## src/rtl/ped_pkg.sv

```systemverilog
// Shared types and helpers for the pedestrian-crossing phase sequencer.
package ped_pkg;

  typedef enum logic [2:0] {
    ST_IDLE    = 3'd0,
    ST_REQ     = 3'd1,
    ST_WALK    = 3'd2,
    ST_CAUTION = 3'd3,
    ST_DONE    = 3'd4
  } ped_state_e;

  function automatic logic [63:0] ms_to_cycles(input logic [63:0] ms,
                                               input logic [63:0] clk_freq,
                                               input logic [63:0] ms_conv);
    return ms * (clk_freq / ms_conv);
  endfunction

endpackage

```

## src/rtl/ped_btn_debounce.sv

```systemverilog
// Push-button conditioner: 2-flop synchronizer, stable-time debounce and
// a one-cycle pulse on each rising edge of the debounced level.
module ped_btn_debounce #(
  parameter int unsigned STABLE_CYCLES = 1
) (
  input  logic clk,
  input  logic rst,
  input  logic btn_i,
  output logic level_o,
  output logic rise_o
);

  localparam int CNT_W = (STABLE_CYCLES > 1) ? $clog2(STABLE_CYCLES) : 1;
  localparam logic [CNT_W-1:0] RELOAD = CNT_W'(STABLE_CYCLES - 1);

  logic             sync1_q, sync2_q;
  logic             level_q, level_d;
  logic             rise_q;
  logic [CNT_W-1:0] cnt_q, cnt_d;

  // Down-counter runs only while the synchronized input disagrees with the
  // accepted level; any agreement restarts the stable window.
  always_comb begin
    level_d = level_q;
    cnt_d   = RELOAD;
    if (sync2_q != level_q) begin
      if (cnt_q == '0) begin
        level_d = sync2_q;
      end else begin
        cnt_d = cnt_q - 1'b1;
      end
    end
  end

  always_ff @(posedge clk or posedge rst) begin
    if (rst) begin
      sync1_q <= 1'b0;
      sync2_q <= 1'b0;
      level_q <= 1'b0;
      rise_q  <= 1'b0;
      cnt_q   <= RELOAD;
    end else begin
      sync1_q <= btn_i;
      sync2_q <= sync1_q;
      level_q <= level_d;
      rise_q  <= level_d & ~level_q;
      cnt_q   <= cnt_d;
    end
  end

  assign level_o = level_q;
  assign rise_o  = rise_q;

endmodule

```

## src/rtl/ped_phase_sequencer.sv

```systemverilog
// Pedestrian phase sequencer: requests a crossing phase, then runs WALK and a
// flashing CAUTION interval while publishing the countdown bus.
//
//   state   | meaning
//   IDLE    | no request outstanding
//   REQ     | ped_req high, waiting for conflicting traffic to stop
//   WALK    | walk lamp on, counting the free interval
//   CAUTION | don't-walk flashing, counting to the end of the phase
//   DONE    | phase complete, waiting for grant to be released
module ped_phase_sequencer
  import ped_pkg::*;
#(
  parameter int unsigned CLK_FREQ    = 50_000_000,
  parameter int unsigned MS_CONV     = 1000,
  parameter int unsigned WALK_MS     = 7000,
  parameter int unsigned CAUTION_MS  = 10000,
  parameter int unsigned DEBOUNCE_MS = 20,
  parameter int unsigned FLASH_MS    = 500
) (
  input  logic        clk,
  input  logic        rst,
  input  logic        ped_btn,
  input  logic        ped_grant,
  output logic        ped_req,
  output logic        ped_done,
  output logic        walk_lamp,
  output logic        dont_walk_lamp,
  output logic        pd_caution,
  output logic [31:0] pd_counter,
  output logic [31:0] pd_total_cycles,
  output logic [31:0] pd_free_cycles
);

  localparam logic [63:0] FREE     = ms_to_cycles(64'(WALK_MS), 64'(CLK_FREQ), 64'(MS_CONV));
  localparam logic [63:0] TOTAL    = FREE + ms_to_cycles(64'(CAUTION_MS), 64'(CLK_FREQ), 64'(MS_CONV));
  localparam logic [63:0] FLASH    = ms_to_cycles(64'(FLASH_MS), 64'(CLK_FREQ), 64'(MS_CONV));
  localparam logic [63:0] DEBOUNCE = ms_to_cycles(64'(DEBOUNCE_MS), 64'(CLK_FREQ), 64'(MS_CONV));

  localparam logic [31:0] FREE_C  = FREE[31:0];
  localparam logic [31:0] TOTAL_C = TOTAL[31:0];
  localparam logic [31:0] FLASH_C = (FLASH == 64'd0) ? 32'd1 : FLASH[31:0];
  localparam int unsigned DB_C    = (DEBOUNCE == 64'd0) ? 1 : 32'(DEBOUNCE[31:0]);

  if (TOTAL >= 64'h0000_0001_0000_0000) begin : g_chk_total
    $error("ped_phase_sequencer: TOTAL cycle count does not fit in 32 bits");
  end
  if (FREE == 64'd0) begin : g_chk_free
    $error("ped_phase_sequencer: WALK interval must be at least one cycle");
  end
  if (CAUTION_MS == 0) begin : g_chk_caution
    $error("ped_phase_sequencer: CAUTION interval must be non-zero");
  end

  logic press;
  logic btn_level;

  ped_btn_debounce #(
    .STABLE_CYCLES (DB_C)
  ) u_btn_debounce (
    .clk     (clk),
    .rst     (rst),
    .btn_i   (ped_btn),
    .level_o (btn_level),
    .rise_o  (press)
  );

  ped_state_e  state_q, state_d;
  logic        pending_q, pending_d;
  logic [31:0] cnt_q, cnt_d;
  logic [31:0] flash_q, flash_d;
  logic        req_q, req_d;
  logic        done_q, done_d;
  logic        walk_q, walk_d;
  logic        dw_q, dw_d;
  logic        caut_q, caut_d;

  always_comb begin
    state_d   = state_q;
    pending_d = pending_q;
    cnt_d     = cnt_q;

    if (press && (state_q != ST_WALK)) begin
      pending_d = 1'b1;
    end

    case (state_q)
      ST_IDLE: begin
        if (pending_q) state_d = ST_REQ;
      end
      ST_REQ: begin
        if (ped_grant) begin
          state_d   = ST_WALK;
          pending_d = 1'b0;
          cnt_d     = '0;
        end
      end
      ST_WALK: begin
        if (!ped_grant) begin
          state_d   = ST_REQ;
          pending_d = 1'b1;
          cnt_d     = '0;
        end else if (cnt_q + 32'd1 == FREE_C) begin
          state_d = ST_CAUTION;
          cnt_d   = FREE_C;
        end else begin
          cnt_d = cnt_q + 32'd1;
        end
      end
      ST_CAUTION: begin
        if (!ped_grant) begin
          state_d   = ST_REQ;
          pending_d = 1'b1;
          cnt_d     = '0;
        end else if (cnt_q == TOTAL_C - 32'd1) begin
          state_d = ST_DONE;
          cnt_d   = '0;
        end else begin
          cnt_d = cnt_q + 32'd1;
        end
      end
      ST_DONE: begin
        if (!ped_grant) state_d = pending_d ? ST_REQ : ST_IDLE;
      end
      default: begin
        state_d = ST_IDLE;
        cnt_d   = '0;
      end
    endcase
  end

  // Outputs are decoded from the next state so they register in step with it.
  always_comb begin
    req_d   = (state_d == ST_REQ);
    walk_d  = (state_d == ST_WALK);
    caut_d  = (state_d == ST_CAUTION);
    done_d  = (state_d == ST_DONE) && (state_q != ST_DONE);
    dw_d    = (state_d != ST_WALK);
    flash_d = FLASH_C - 32'd1;
    if (state_d == ST_CAUTION && state_q == ST_CAUTION) begin
      if (flash_q == '0) begin
        dw_d = ~dw_q;
      end else begin
        dw_d    = dw_q;
        flash_d = flash_q - 32'd1;
      end
    end
  end

  always_ff @(posedge clk or posedge rst) begin
    if (rst) begin
      state_q   <= ST_IDLE;
      pending_q <= 1'b0;
      cnt_q     <= '0;
      flash_q   <= '0;
      req_q     <= 1'b0;
      done_q    <= 1'b0;
      walk_q    <= 1'b0;
      dw_q      <= 1'b1;
      caut_q    <= 1'b0;
    end else begin
      state_q   <= state_d;
      pending_q <= pending_d;
      cnt_q     <= cnt_d;
      flash_q   <= flash_d;
      req_q     <= req_d;
      done_q    <= done_d;
      walk_q    <= walk_d;
      dw_q      <= dw_d;
      caut_q    <= caut_d;
    end
  end

  assign ped_req         = req_q;
  assign ped_done        = done_q;
  assign walk_lamp       = walk_q;
  assign dont_walk_lamp  = dw_q;
  assign pd_caution      = caut_q;
  assign pd_counter      = cnt_q;
  assign pd_total_cycles = TOTAL_C;
  assign pd_free_cycles  = FREE_C;

endmodule

```

## config.mk

```make
export PLATFORM = sky130hd
export DESIGN_NAME = ped_phase_sequencer
export DESIGN_NICKNAME = d
export VERILOG_FILES = /design/src/rtl/ped_pkg.sv /design/src/rtl/ped_btn_debounce.sv /design/src/rtl/ped_phase_sequencer.sv
export SDC_FILE = /design/constraint.sdc
export NUM_CORES = 1
export LEC_CHECK = 0
export ABC_AREA = 1
export CAP_MARGIN = 0
export CORE_MARGIN = 2
export CORE_UTILIZATION = 62
export DETAILED_ROUTE_END_ITERATION = 10
export DONT_BUFFER_PORTS = 1
export PLACE_DENSITY_LB_ADDON = 0.25
export SLEW_MARGIN = 20
export SYNTH_ARGS = -nofsm -noshare
export SYNTH_HDL_FRONTEND = slang
export SYNTH_SLANG_ARGS = --single-unit
```

## constraint.sdc

```tcl
create_clock -name clk -period 4 [get_ports clk]
set_input_delay 0.8 -clock clk [delete_from_list [all_inputs] [get_ports clk]]
set_output_delay 0.8 -clock clk [all_outputs]
set_load 0.05 [all_outputs]
```

After elaboration in Yosys (flattened, before gate mapping)
Cells that the tools add are included.

Register bits: 97. Bits of input ports: 4. Logic and storage cells: 73.

Add/sub/neg operators: 3. Eq/ne operators: 16. Multiplexer cells: 27. Bitwise gates (word level): 4. Reductions and logical operators: 9.

Operators by type and width (count): 32-bit two-way mux (7); 32-bit one-hot mux with 4 select lines (1); 20-bit two-way mux (2); 32-bit by 1-bit adder with 32-bit output, second input constant (1); 32-bit by 29-bit equality test with 1-bit output, second input constant (1); 32-bit by 30-bit equality test with 1-bit output, second input constant (1); 32-bit logical NOT (1); 32-bit by 1-bit subtractor with 32-bit output, second input constant (1); 3-bit two-way mux (7); 20-bit logical NOT (1); 20-bit by 1-bit subtractor with 20-bit output, second input constant (1); 3-bit one-hot mux with 5 select lines (1); 3-bit by 2-bit equality test with 1-bit output, second input constant (4); 1-bit two-way mux (8); 3-bit by 1-bit equality test with 1-bit output, second input constant (2); 3-bit equality test, second input constant (2); 3-bit by 2-bit inequality test with 1-bit output, second input constant (2); 2-bit OR reduction (2); 1-bit logical AND (3); 3-bit logical NOT (1); 3-bit inequality test, second input constant (1); 1-bit inverter (3); 2-bit by 1-bit inequality test with 1-bit output, second input constant (1); 2-bit inequality test, second input constant (1); other kinds (4) (4).

Logic depth before layout (Yosys ltp)
Gate-level depths: netlist of the first run.

Depth after elaboration: 9. Gate-level depth with buffers: 17. Depth with buffers taken out: 17.

Modules after synthesis
A second synthesis of the first run with hierarchy kept.

Cells, all modules: 845. Area total of the unflattened synthesis: 6212.2 µm².

Modules (own cells, without submodules): ped_phase_sequencer (instances 1, cells an instance 680, area an instance 4834.6 µm², seq. area each 1828.0 µm²); ped_btn_debounce (instances 1, cells an instance 165, area an instance 1377.6 µm², seq. area each 615.6 µm²).

Worst setup path after synthesis of the first run
No wires, ideal clock.

Path kind: register -> register. From: register cnt_q[1], in the netlist pd_counter[1]. To: register cnt_q[10], in the netlist pd_counter[10]. Setup time: 141 ps. Arrival time: 2339 ps. Required time: 3859 ps. Setup slack: 1520 ps. Cell stages (with the launch flop): 18. Path buffers: 1. Clock period less this slack: 2480 ps. Cells stage by stage: dfrtp_1 > ha_1 > nand2_1 > nor2_2 > nand2_2 > nor2_4 > nand2_1 > nand2_1 > nand2_1 > nor2_1 > nand2_1 > nor2_2 > nand3_2 > nand2_2 > nand2_4 > nand2_4 > buf_12 > o22ai_2.

Longest elaborated chain between the ends: 5. Elaborated cells between the ends (all ways): 8. Classes of those cells: add/sub: 1; eq/ne: 2; mux: 5.

Ends and longest elaborated chain: start: declaration (line ped_phase_sequencer.sv:69) `logic [31:0] cnt_q, cnt_d;`; start signal: assignment (line ped_phase_sequencer.sv:163) `cnt_q <= cnt_d;`; 32-bit by 1-bit adder with 32-bit output (line ped_phase_sequencer.sv:102, ped_phase_sequencer.sv:106, ped_phase_sequencer.sv:118); 32-bit by 29-bit equality test with 1-bit output (line ped_phase_sequencer.sv:102) `end else if (cnt_q + 32'd1 == FREE_C) begin`; 32-bit two-way mux (line ped_phase_sequencer.sv:102); 32-bit two-way mux (line ped_phase_sequencer.sv:98) `if (!ped_grant) begin`; 32-bit one-hot mux with 4 select lines * (line ped_phase_sequencer.sv:86) `case (state_q)`.

Every way passes the cells marked *; elsewhere a longest branch is shown, timed or not. A chain may end at the register's enable or synchronous reset.

Final worst setup path of the first run
From: register cnt_q[1], in the netlist pd_counter[1]. To: register flash_q[24].

Longest elaborated chain between the ends: 8. Elaborated cells between the ends (all ways): 11. Classes of those cells: add/sub: 1; eq/ne: 3; mux: 6; reduce/logical: 1.

Ends and longest elaborated chain: 32-bit by 1-bit adder with 32-bit output (line ped_phase_sequencer.sv:102); 32-bit by 29-bit equality test with 1-bit output (line ped_phase_sequencer.sv:102); 3-bit two-way mux (line ped_phase_sequencer.sv:102); 3-bit two-way mux (line ped_phase_sequencer.sv:98); 3-bit one-hot mux with 5 select lines * (line ped_phase_sequencer.sv:86); 3-bit by 2-bit equality test with 1-bit output * (line ped_phase_sequencer.sv:139) `if (state_d == ST_CAUTION && state_q == ST_CAUTION) begin`; 1-bit logical AND * (line ped_phase_sequencer.sv:139); 32-bit two-way mux * (line ped_phase_sequencer.sv:139); via flash_d[24] (line ped_phase_sequencer.sv:70) `logic [31:0] flash_q, flash_d;`; end signal: assignment (line ped_phase_sequencer.sv:164) `flash_q <= flash_d;`; end: declaration (line ped_phase_sequencer.sv:70).

Mark *: on every way through the listed nets, which the timed path passes. The rest lies on a longest branch.

==> results, run 1 <==
- The HPWL after detailed placement is 9873 um.
- The row count is 36.
- The sink count of the clock tree is 97.
- Of the total power, the share spent switching nets is 41.21%.
- The layout has 861 filler cells.
- The internal power contribution is 1546 uW.
- Summed over all layers, the global routing overflow is 0.
- The per-instance average area after synthesis is 7.510 um2.
- At the pin with the least slew margin, the transition time is 0.9161 ns.
- Compared with the post-synthesis result, the final layout area differs by 2.108%.
- The number of different library cells used by synthesis comes to 35.
- The type of the setup path with the least slack is flip-flop to flip-flop.
- The tightest min-delay check is of the input port to async pin type.
- The all-layer global routing usage is 26.40%.
- The largest net degree at the start of global routing is 38.
- Setup violations remaining at the end of the flow were counted as 0.
- The cell count after synthesis came out at 814.
- The iteration count of the initial detailed-routing pass is 5.
- 0 antenna diodes ended up in the layout.
- The share of total power dissipated in combinational logic is 24.7%.
- Among all flip-flop cells after synthesis, the most frequent one is dfrtp_1.
- After layout, the worst path uses 84.93% of the clock period.
- Using the TritonRoute via totals, the vias-per-cell ratio works out to 5.278.
- Setup repair after global routing left no endpoint under its margin.
- Of the synthesized area, sequential elements account for 39.97%.
- The most frequent cell after synthesis is nand2_1.
- The endpoint kind of the worst setup timing path is a flip-flop.
- The first global-routing pass estimated 21810 um of wire.
- In the final routed layout, each cell accounts on average for 13.83 um.
- TritonCTS built the clock tree.
- Data on the critical path is required at its endpoint by 4.25 ns.
- The cell area after layout is 6242 um2.
- The synthesized flop and latch total is 97.
- The standard cell area after detailed placement is 6013 um2.
- The via count of the first global-routing pass came to 4855.
- The number of max-slew violations in the final report is 0.
- The peak supply drop is 0.2833 mV.
- The clock transition at the register clock pins on the worst setup and hold paths after CTS is 0.09 ns.
- Routability-driven placement finished with a final weighted congestion of 0.9990.
- Summed over all nets, the switching power comes to 1083 uW.
- The hold violation total from the final report was 0.
- The die covers 10670 um2.
- The synthesized netlist occupies a cell area of 6113 um2.
- The initial utilization of the core area, before any placement, comes to 63.13%.
- The die outline height is 103.3 um.
- The timing-limited maximum frequency is 0.2944 GHz.
- In the final timing run, aggregate negative setup slack is 0 ns.
- Summing over every cut layer, the via total after detailed routing is 5046.
- The number of ports placed on the die boundary is 105.
- The leakage power of the design is 0.002729 uW.
- Between clock sinks in the finished design, the worst skew comes to 0.01175 ns.
- The count of max-cap constraint violations is 0.
- The share of total power in the clock network is 27.6%.
- Counting instances in the post-synthesis netlist gives the leading cell types as 199 x nand2_1, 133 x nor2_1, 84 x dfrtp_1.
- Port buffering added 0 buffers.
- The share of total power dissipated in sequential elements is 47.7%.
- The starting DRC count in detailed routing is 247.
- The number of buffers inserted to repair setup after CTS is 0.
- The total of cells resized after clock tree synthesis is 0.
- Headroom to the max-slew limit came out at 38.70%.
- The async set-or-reset flop fraction in the synthesized netlist is 100.0%.
- The Yosys warning count is 0.
- Along the worst path, the maximum fanout reaches 20.
- At the worst endpoint, the arrival time is 3.65 ns.
- The clock passes through at most 2 buffers.
- The area share of the leading cell type in the synthesized netlist is 34.38%.
- The power density of the placed cells is 421.2 nW/um2.
- The count of H-tree levels built during CTS is 3.
- The worst hold slack is 0.3183 ns.
- In the final layout, the share of cells above drive strength 1 is 9.478%.
- The cell at the root of the clock tree is clkbuf_8.
- The routed design could run at a clock period as short as 3.397 ns.
- The routed design has 13220 um of wire.
- The initial antenna violation count is 0.
- The kind of start point of the critical path is a flip-flop.
- The flow ran to the end, and the final reports show no timing, DRC or antenna violations.
- Once detail routing completed, the nets flagged for antenna violations numbered 0.
- By area the synthesized netlist is led by dfrtp_1 34%, nand2_1 12%, nor2_1 8.2%, buf_4 7.9%, dfstp_2 5.6%.
- Counting flops with a built-in enable in the synthesized netlist gives 0.
- At the end of the flow, the number of nets in the layout was 827.
- The clock reaches the later pin of the worst-skew pair after 0.37 ns.
- The overall die width is 103.3 um.
- The core area is 9684 um2.
- The biggest area contributor in the post-synthesis netlist is dfrtp_1.
- The number of hold buffers added after cts is 0.
- After detailed routing, the number of remaining DRC violations is 0.
- Clock tree synthesis inserted a total of 9 buffers.
[sequential cells by signal, summed over array words and instances, names as in the netlist, 3 cells and up]
signal / cells
u_btn_debounce.cnt_q: 20
flash_q: 32
state_q: 3
pd_counter: 32
[power by group through the flow]
stage / logic [uW] / registers [uW] / clock network, uW
after floorplan: 566 / 1250 / 0
after global routing: 709 / 1260 / 774
after CTS: 641 / 1250 / 742
final: 650 / 1250 / 727
after global placement: 629 / 1270 / 0
after detailed placement: 638 / 1270 / 0
[metal layers]
metal  GRT usage, %  share of wire (%)  vias to the layer above
met5              0                  0                        -
met4          12.15                2.9                        0
met3          5.309                5.5                       37
met2          45.05                 50                      164
met1          32.33                 42                     2382
li1               -                  -                     2463
[layout make-up]
cell class / count / area [um2] / area share, %
Multi-Input combinational cell: 625 / 3070 / 49.19
Sequential cell: 97 / 2444 / 39.15
Inverter: 82 / 310.3 / 4.971
Tap cell: 133 / 166.4 / 2.666
Clock buffer: 11 / 151.4 / 2.425
Clock inverter: 5 / 77.57 / 1.243
Timing Repair Buffer: 3 / 22.52 / 0.3608
[kinds of logic (layout without fill, tap and decap cells)]
family / Yosys count / in the layout / share of synthesized area (%)
AND/OR/NAND/NOR: 452 / 452 / 32.66
buffers and inverters: 154 / 101 / 13.65
flip-flops: 97 / 97 / 39.97
AO/OA/AOI/OAI: 64 / 64 / 6.836
XOR/XNOR: 40 / 40 / 5.731
adder cells (fa/ha/maj): 5 / 5 / 1.023
other: 2 / 64 / 0.1228
[per-stage QoR]
stage,worst slack [ns],cells,utilization [%],power [uW]
finish,0.6029,956,64.46,2629
detailed placement,0.6051,940,62.09,1908
global route,0.2554,956,64.46,2748
global placement,0.6968,940,62.09,1900
CTS,0.5675,956,64.46,2635
floorplan,0.6878,876,-,1818
[critical path, cell delays in order, from the launching register on]
cell and delay, ns:
dfrtp_1 0.60, ha_1 0.33, nand2_1 0.13, nor2_2 0.06, nand2_1 0.15, nor3_1 0.07
nand4_1 0.17, nand3_1 0.09, nor2_1 0.70, inv_1 0.54, or2_2 0.43
[placed cells by master (no fill, tap or decap), types with 11 or more instances in the layout]
cell	Yosys	layout
nand2_1	199	199
nor2_1	133	132
dfrtp_1	84	84
inv_1	81	80
conb_1	2	64
nand3_1	49	49
o21ai_0	26	26
xor2_1	24	24
a21oi_1	18	18
xnor2_1	16	16
nand4_1	16	16
nor3_1	13	13
dfstp_2	13	13
clkbuf_8	0	11
[path summary, 6_finish.rpt]
kind	to	slack, ns	startpoint	cells past startpoint
min reg2reg	u_btn_debounce.sync2_q	0.36	u_btn_debounce.sync1_q	0
max reg2reg	flash_q[24]	0.60	pd_counter[1]	10
min	u_btn_debounce.cnt_q[6]	0.32	rst	1
min in group clk	u_btn_debounce.sync2_q	0.36	u_btn_debounce.sync1_q	0
max in group asynchronous	u_btn_debounce.cnt_q[18]	2.87	rst	2
max	flash_q[24]	0.60	pd_counter[1]	10
No activity file was read; power rests on OpenSTA's default activity.
==> run 2: changes to the inputs <==
==> constraint.sdc (replaced) <==
create_clock -name clk -period 3.5 [get_ports clk]
set_input_delay 0.7 -clock clk [delete_from_list [all_inputs] [get_ports clk]]
set_output_delay 0.7 -clock clk [all_outputs]
set_load 0.05 [all_outputs]
==> run 2 against run 1 <==
  * Largest power group unchanged
  * Core utilization up 1.5 points
  * Clock-buffer cell count down 1
  * Sequential share of layout area down 0.90 points
  * Critical endpoint is now flash_q[19]
  * Combinational power up 29%
==> results, run 2 (synthesis results as in run 1) <==
- The flow ran to the end, and the final reports show no timing, DRC or antenna violations.
- The setup TNS is 0 ns.
- The worst setup path is captured at a flip-flop.
- The met1 usage in global routing is 32.16%.
- In this run the tool buffered the top-level ports with 0 buffer cells.
- Buffers inserted during clock tree synthesis total 9.
- The final layout contains routed wiring with a total length of 13460 um.
- The row count is 36.
- The clock insertion delay at the later pin of the skew report is 0.37 ns.
- Relative to the synthesized area, the layout overhead comes to 4.503%.
- The number of hold buffers added after cts is 0.
- The largest stage delay on the critical path is 0.69 ns.
- The final setup skew is 0.01096 ns.
- Across the run, the number of max-cap violations was 0.
- The congestion estimate from routability-driven global placement came to 0.9607.
- The number of gates resized after CTS was 0.
- The worst min-delay path category is input port to async pin.
- The H-tree generated during clock tree synthesis spans 3 levels.
- The power density of the placed cells is 486.0 nW/um2.
- The ratio of final minimum period to clock period is 90.23%.
- The filler cell count in the final layout is 844.
- In the final layout, the multi-input gates occupy 3070 um2.
- Entering global routing, the biggest net connects 98 pins.
- The routed design could run at a clock period as short as 3.158 ns.
- The iteration count of the initial detailed-routing pass is 5.
- The cell at the root of the clock tree is clkbuf_8.
- The worst setup path is of the flip-flop to flip-flop kind.
- The detail-routed net length per standard cell is 13.86 um.
- The kind of start point of the critical path is a flip-flop.
- The number of vias in the routed layout is 5085.
- The overall die width is 103.3 um.
- The required time of the critical path is 3.75 ns.
- Setup repair after global routing left no endpoint under its margin.
- Setup violations remaining at the end of the flow were counted as 0.
- The via count of the first global-routing pass is 4793.
- For the pin with the worst max-slew slack, the measured transition is 0.8991 ns.
- The met2 usage is 45.95%.
- The first global-routing pass estimated 21980 um of wire.
- The number of antenna repair diodes is 0.
- The sequential cell area is 2444 um2.
- Before CTS, the worst setup slack after placement is 0.3578 ns.
- The slowest stage of the critical path belongs to the cell nor2_1.
- The timing-limited maximum frequency is 0.3167 GHz.
- Data arrives at the worst endpoint at 3.41 ns.
- The setup slack after layout is 0.3420 ns.
- The leakage power of the design is 0.002826 uW.
- The hold violation total from the final report is 0.
- The all-layer global routing usage is 26.53%.
- The peak supply drop is 0.3659 mV.
- CTS saw 97 sinks.
- The met3 global-route usage is 4.906%.
- The fraction of layout instances using a drive strength above 1 is 11.10%.
- The number of nets in the final layout is 842.
- The number of max-slew violations in the final report is 0.
- On the critical path the largest part of the delay comes from simple AND/OR/NAND/NOR gates.
- The critical path goes through nand2_1 > inv_1 > nand2_1 > nor3_1 > nand4_1 > nand3_1 > nor2_1 > inv_1 > or2_2.
- The worst slew margin relative to its limit is 39.84%.
- Summed over all layers, the global routing overflow is 0.
- Once the floorplan was initialized, standard cells occupied 63.13% of the core.
- The HPWL after detailed placement is 10050 um.
- The die covers 10670 um2.
- The maximum root-to-sink buffer count is 2.
- In this run the standard cell core region covers 9684 um2.
- For this block, the initial DRC count from the detailed router was 240.
- The critical path contains buffers and inverters numbering 2 combined.
- In this run the count of I/O pins placed on the die edge is 105.
- The most common cell after layout, fill and taps aside is nand2_1.
- The initial antenna violation count is 0.
- The vias per cell is 5.237.
- The count of nets left with antenna violations once routing finished came out at 0.
- The highest net fanout along the worst path is 20.
- The number of buffers inserted to repair setup after CTS is 0.
- The clock transition at the register clock pins on the worst setup and hold paths after CTS is 0.10 ns.
- The post-route DRC violation count is 0.
- The clock tree from TritonCTS is yes.
- After global routing, the most crowded layer is met2.
- The die outline height is 103.3 um.
- The library cells used most frequently in the layout, excluding fill and tap cells, are 199 x nand2_1, 132 x nor2_1, 84 x dfrtp_1.
-- run 2: cell count changes in the layout (fill, tap and decap cells not counted) --
| cell | change |
|---|---|
| buf_4 | +14 |
| bufinv_16 | +1 |
| clkinv_2 | -1 |
| clkbuf_8 | -1 |
| inv_6 | +1 |
| clkinvlp_4 | -1 |
| buf_12 | +1 |
| clkinv_4 | +1 |
-- run 2: metal layers --
metal / vias to the layer above / wire length [um]
li1: 2497 / -
met2: 147 / 6735
met1: 2412 / 5644
met5: - / 0
met3: 29 / 740
met4: 0 / 341
-- run 2: final timing paths --
path / endpoint / depth (start not counted) / start / slack, ns
min in group clk: u_btn_debounce.sync1_q / 0 / ped_btn / 0.36
max reg2reg: flash_q[19] / 9 / pd_counter[4] / 0.34
max: flash_q[19] / 9 / pd_counter[4] / 0.34
max in group asynchronous: u_btn_debounce.cnt_q[14] / 2 / rst / 2.80
min reg2reg: u_btn_debounce.sync2_q / 0 / u_btn_debounce.sync1_q / 0.38
min: flash_q[24] / 2 / rst / 0.31
-- run 2: per-stage QoR --
stage	power [uW]	hold WS, ns	cells	instance area (um2)	utilization [%]
floorplan	2078	0.3312	876	6346	-
global placement	2202	0.3343	955	6138	63.39
detailed placement	2217	0.3635	955	6138	63.39
CTS	3113	0.3379	971	6389	65.97
global route	3238	0.3356	971	6389	65.97
finish	3105	0.3099	971	6389	65.97
-- run 2: power breakdown --
group	internal, uW	total [uW]	leakage, uW	switching (uW)
clock	497	900	0.000127	404
combinational	152	837	0.00150	685
sequential	1200	1370	0.00120	171
-- run 2: final cells by class --
cell class                 instances  area share, %
clock buffer                      10          2.154
inverter                          82          4.857
clock inverter                     6          1.763
timing repair buffer              18          2.311
sequential                        97          38.25
tap                              133          2.605
multi-input combinational        625          48.06
==> run 3: changes to the inputs <==
--- a/config.mk
+++ b/config.mk
@@ -11,6 +11,7 @@
 export CORE_UTILIZATION = 62
 export DETAILED_ROUTE_END_ITERATION = 10
 export DONT_BUFFER_PORTS = 1
+export GPL_TIMING_DRIVEN = 0
 export PLACE_DENSITY_LB_ADDON = 0.25
 export SLEW_MARGIN = 20
 export SYNTH_ARGS = -nofsm -noshare
==> run 3 against run 2 <==
  * Core utilization increased by 4.1 points
  * Clock power decreased by 2%
  * Non-clock buffer count increased by 55
  * Cell area increased by 6.2%
  * Die area unchanged
  * Worst hold slack got worse by 0.16 ns
  * Register-to-register slack improved by 0.04 ns
  * Sequential cell count unchanged
  * Clock-buffer cell count decreased by 1
  * First-iteration DRC count increased by 43%
  * Power increased by 1.6%
  * Sequential share of layout area decreased by 2.2 points
==> results, run 3 (synthesis results as in run 1) <==
- The flow ran to the end, and the final reports show no timing, DRC or antenna violations.
- The effective utilization at floorplan is 63.13%.
- Measured against its own limit, the worst slew margin works out to 43.29%.
- Clock tree synthesis found a total of 97 sinks.
- Combinational logic is responsible for 26.7% of the overall power.
- In the final routed layout, each cell accounts on average for 13.93 um.
- The library cells used most frequently in the layout, excluding fill and tap cells, are 199 x nand2_1, 133 x nor2_1, 84 x dfrtp_1.
- The number of buffers created by CTS is 9.
- The ratio of final minimum period to clock period is 89.07%.
- The clock reaches the later pin of the worst-skew pair after 0.38 ns.
- The number of max-slew violations in the final report is 0.
- Tracing the worst setup path back leads to its startpoint at pd_counter[1].
- The timing-limited maximum frequency is 0.3208 GHz.
- The routed design has 14290 um of wire.
- The sequential share of power is 45.4%.
- The overall die width is 103.3 um.
- The weighted congestion at the end of routability-driven global placement is 0.9566.
- The HPWL after detailed placement is 10880 um.
- In the final layout, the multi-input gates occupy 3068 um2.
- The clock transition at the register clock pins on the worst setup and hold paths after CTS is 0.10 ns.
- For this design the ratio of total power to cell area is 464.9 nW/um2.
- The total of cells resized after clock tree synthesis is 0.
- The share of total power in the clock network is 27.9%.
- The number of antenna repair diodes is 0.
- The internal power contribution is 1867 uW.
- The number of nets with antenna violations after routing is 0.
- The vias per cell is 5.134.
- The tool flagged a number of max-cap violations equal to 0.
- The setup check on the worst reg-to-reg path leaves a slack of 0.38 ns.
- The number of hold buffers added after cts is 0.
- The endpoint kind of the worst setup timing path is a flip-flop.
- The count of H-tree levels built during CTS is 3.
- The total setup violations reported at the end of the flow is 0.
- The data arrival at the endpoint of the critical path is 3.41 ns.
- The count of cells in the finished layout, fillers not included, comes to 1026.
- The row count is 36.
- The number of placed instances with taps included is 1010.
- The maximum root-to-sink buffer count is 2.
- The tree is rooted in a clkbuf_8.
- The actual transition at the worst max-transition pin is 0.8507 ns.
- The peak supply drop is 0.4210 mV.
- The all-layer global routing usage is 28.26%.
- Relative to the synthesized area, the layout overhead comes to 10.99%.
- The number of ports placed on the die boundary is 105.
- The via count of the first global-routing pass is 5019.
- The endpoint identified for the worst register-to-register timing path is pd_counter[26].
- The endpoint of the worst setup timing path is pd_counter[26].
- The startpoint of the most critical register-to-register path is pd_counter[1].
- On the final layout, the worst clock skew is 0.01056 ns.
- The switching power of the nets is 1288 uW.
- The starting DRC count in detailed routing is 343.
- The worst min-delay path category is input port to async pin.
- The number of buffers inserted to repair setup after CTS is 0.
- The library cell used most frequently in the layout, excluding fill and tap cells, is nand2_1.
- The filler cell count in the final layout is 811.
- Net switching is 40.82% of the power.
- The die area is 10670 um2.
- The floorplan step set the die height to 103.3 um.
- The hold violation total from the final report was 0.
- Entering global routing, the biggest net connects 64 pins.
- The number of nets in the final layout is 897.
- The worst register-to-register path has a depth of 10.
- The overall power is 3155 uW.
- Measured on the finished design, the core utilization comes to 70.06%.
- Across all hold checks on the routed design, the worst slack comes to 0.1530 ns.
- Counting I/O delays and the setup requirement, the final critical path takes 3.117 ns.
- Global routing finished with a remaining overflow of 0.
- Registers take 2444 um2.
- The core region is 9684 um2.
- The first TritonRoute pass finished after 5 iterations.
- The highest net fanout along the worst path is 8.
- Cells with a size suffix above 1 make up 15.68% of the layout.
- Setup total negative slack on the finished layout was measured at 0 ns.
- The clock tree from TritonCTS is yes.
- Data on the critical path is required at its endpoint by 3.79 ns.
- Setup repair after global routing left no endpoint under its margin.
- After detailed routing, the number of remaining DRC violations is 0.
- The number of vias in the routed layout is 5267.
- The critical path is of the flip-flop to flip-flop type.
- The first global-routing pass estimated 23400 um of wire.
- The initial antenna violation count was 0.
- Buffers placed on the I/O ports in this run total 0.
- The leakage power of the design is 0.003067 uW.
- STA classifies the critical path startpoint as a flip-flop.
[run 3: layer usage]
layer | vias to the layer above | part of all wire [%] | GRT usage, % | wire [um]
met5 | - | 0 | 0 | 0
met2 | 165 | 51 | 48.30 | 7263
met3 | 30 | 6.2 | 5.309 | 881
li1 | 2612 | - | - | -
met1 | 2460 | 40 | 35.32 | 5783
met4 | 0 | 2.6 | 11.74 | 365
[run 3: cell type report]
| type | instances | share of cell area (%) |
|---|---|---|
| Multi-Input combinational cell | 625 | 45.21 |
| Sequential cell | 97 | 36.01 |
| Buffer | 72 | 7.763 |
| Inverter | 82 | 4.610 |
| Tap cell | 133 | 2.453 |
| Clock buffer | 9 | 1.826 |
| Clock inverter | 7 | 1.715 |
| Timing Repair Buffer | 1 | 0.4057 |
[run 3: worst min-delay path by stage]
| stage | from | endpoint | slack (ns) | cells after the start |
|---|---|---|---|---|
| 6_report | rst | u_btn_debounce.cnt_q[15] | 0.15 | 1 |
| 5_1_grt | rst | state_q[2] | 0.17 | 1 |
| 4_1_cts | rst | u_btn_debounce.cnt_q[15] | 0.16 | 1 |
| 3_5_place_dp | u_btn_debounce.sync1_q | u_btn_debounce.sync2_q | 0.34 | 0 |
| 3_3_place_gp | u_btn_debounce.sync1_q | u_btn_debounce.sync2_q | 0.34 | 0 |
| 2_1_floorplan | u_btn_debounce.sync1_q | u_btn_debounce.sync2_q | 0.33 | 0 |
[run 3: power groups by stage]
stage / Clock, uW / Sequential [uW] / Combinational, uW
2_1_floorplan: 0 / 1430 / 647
4_1_cts: 894 / 1430 / 828
3_5_place_dp: 0 / 1450 / 823
3_3_place_gp: 0 / 1450 / 806
6_report: 881 / 1430 / 842
5_1_grt: 938 / 1450 / 922
[run 3: worst max-delay path: stages, from the launching register on]
cell and delay, ns:
dfrtp_1 0.61, ha_1 0.33, nand2_1 0.13, nor2_2 0.07
nand2_1 0.16, nor3_1 0.07, nand4_1 0.20, nand2_1 0.18
a21oi_1 0.70, inv_1 0.34, o21ai_0 0.24
[run 3: per-stage QoR]
step	setup slack [ns]	cell area (um2)
after detailed placement	0.5545	6545
after floorplan	0.2878	6346
after CTS	0.5138	6785
final	0.3826	6785
after global placement	-0.6553	6513
after global routing	0.2045	6785
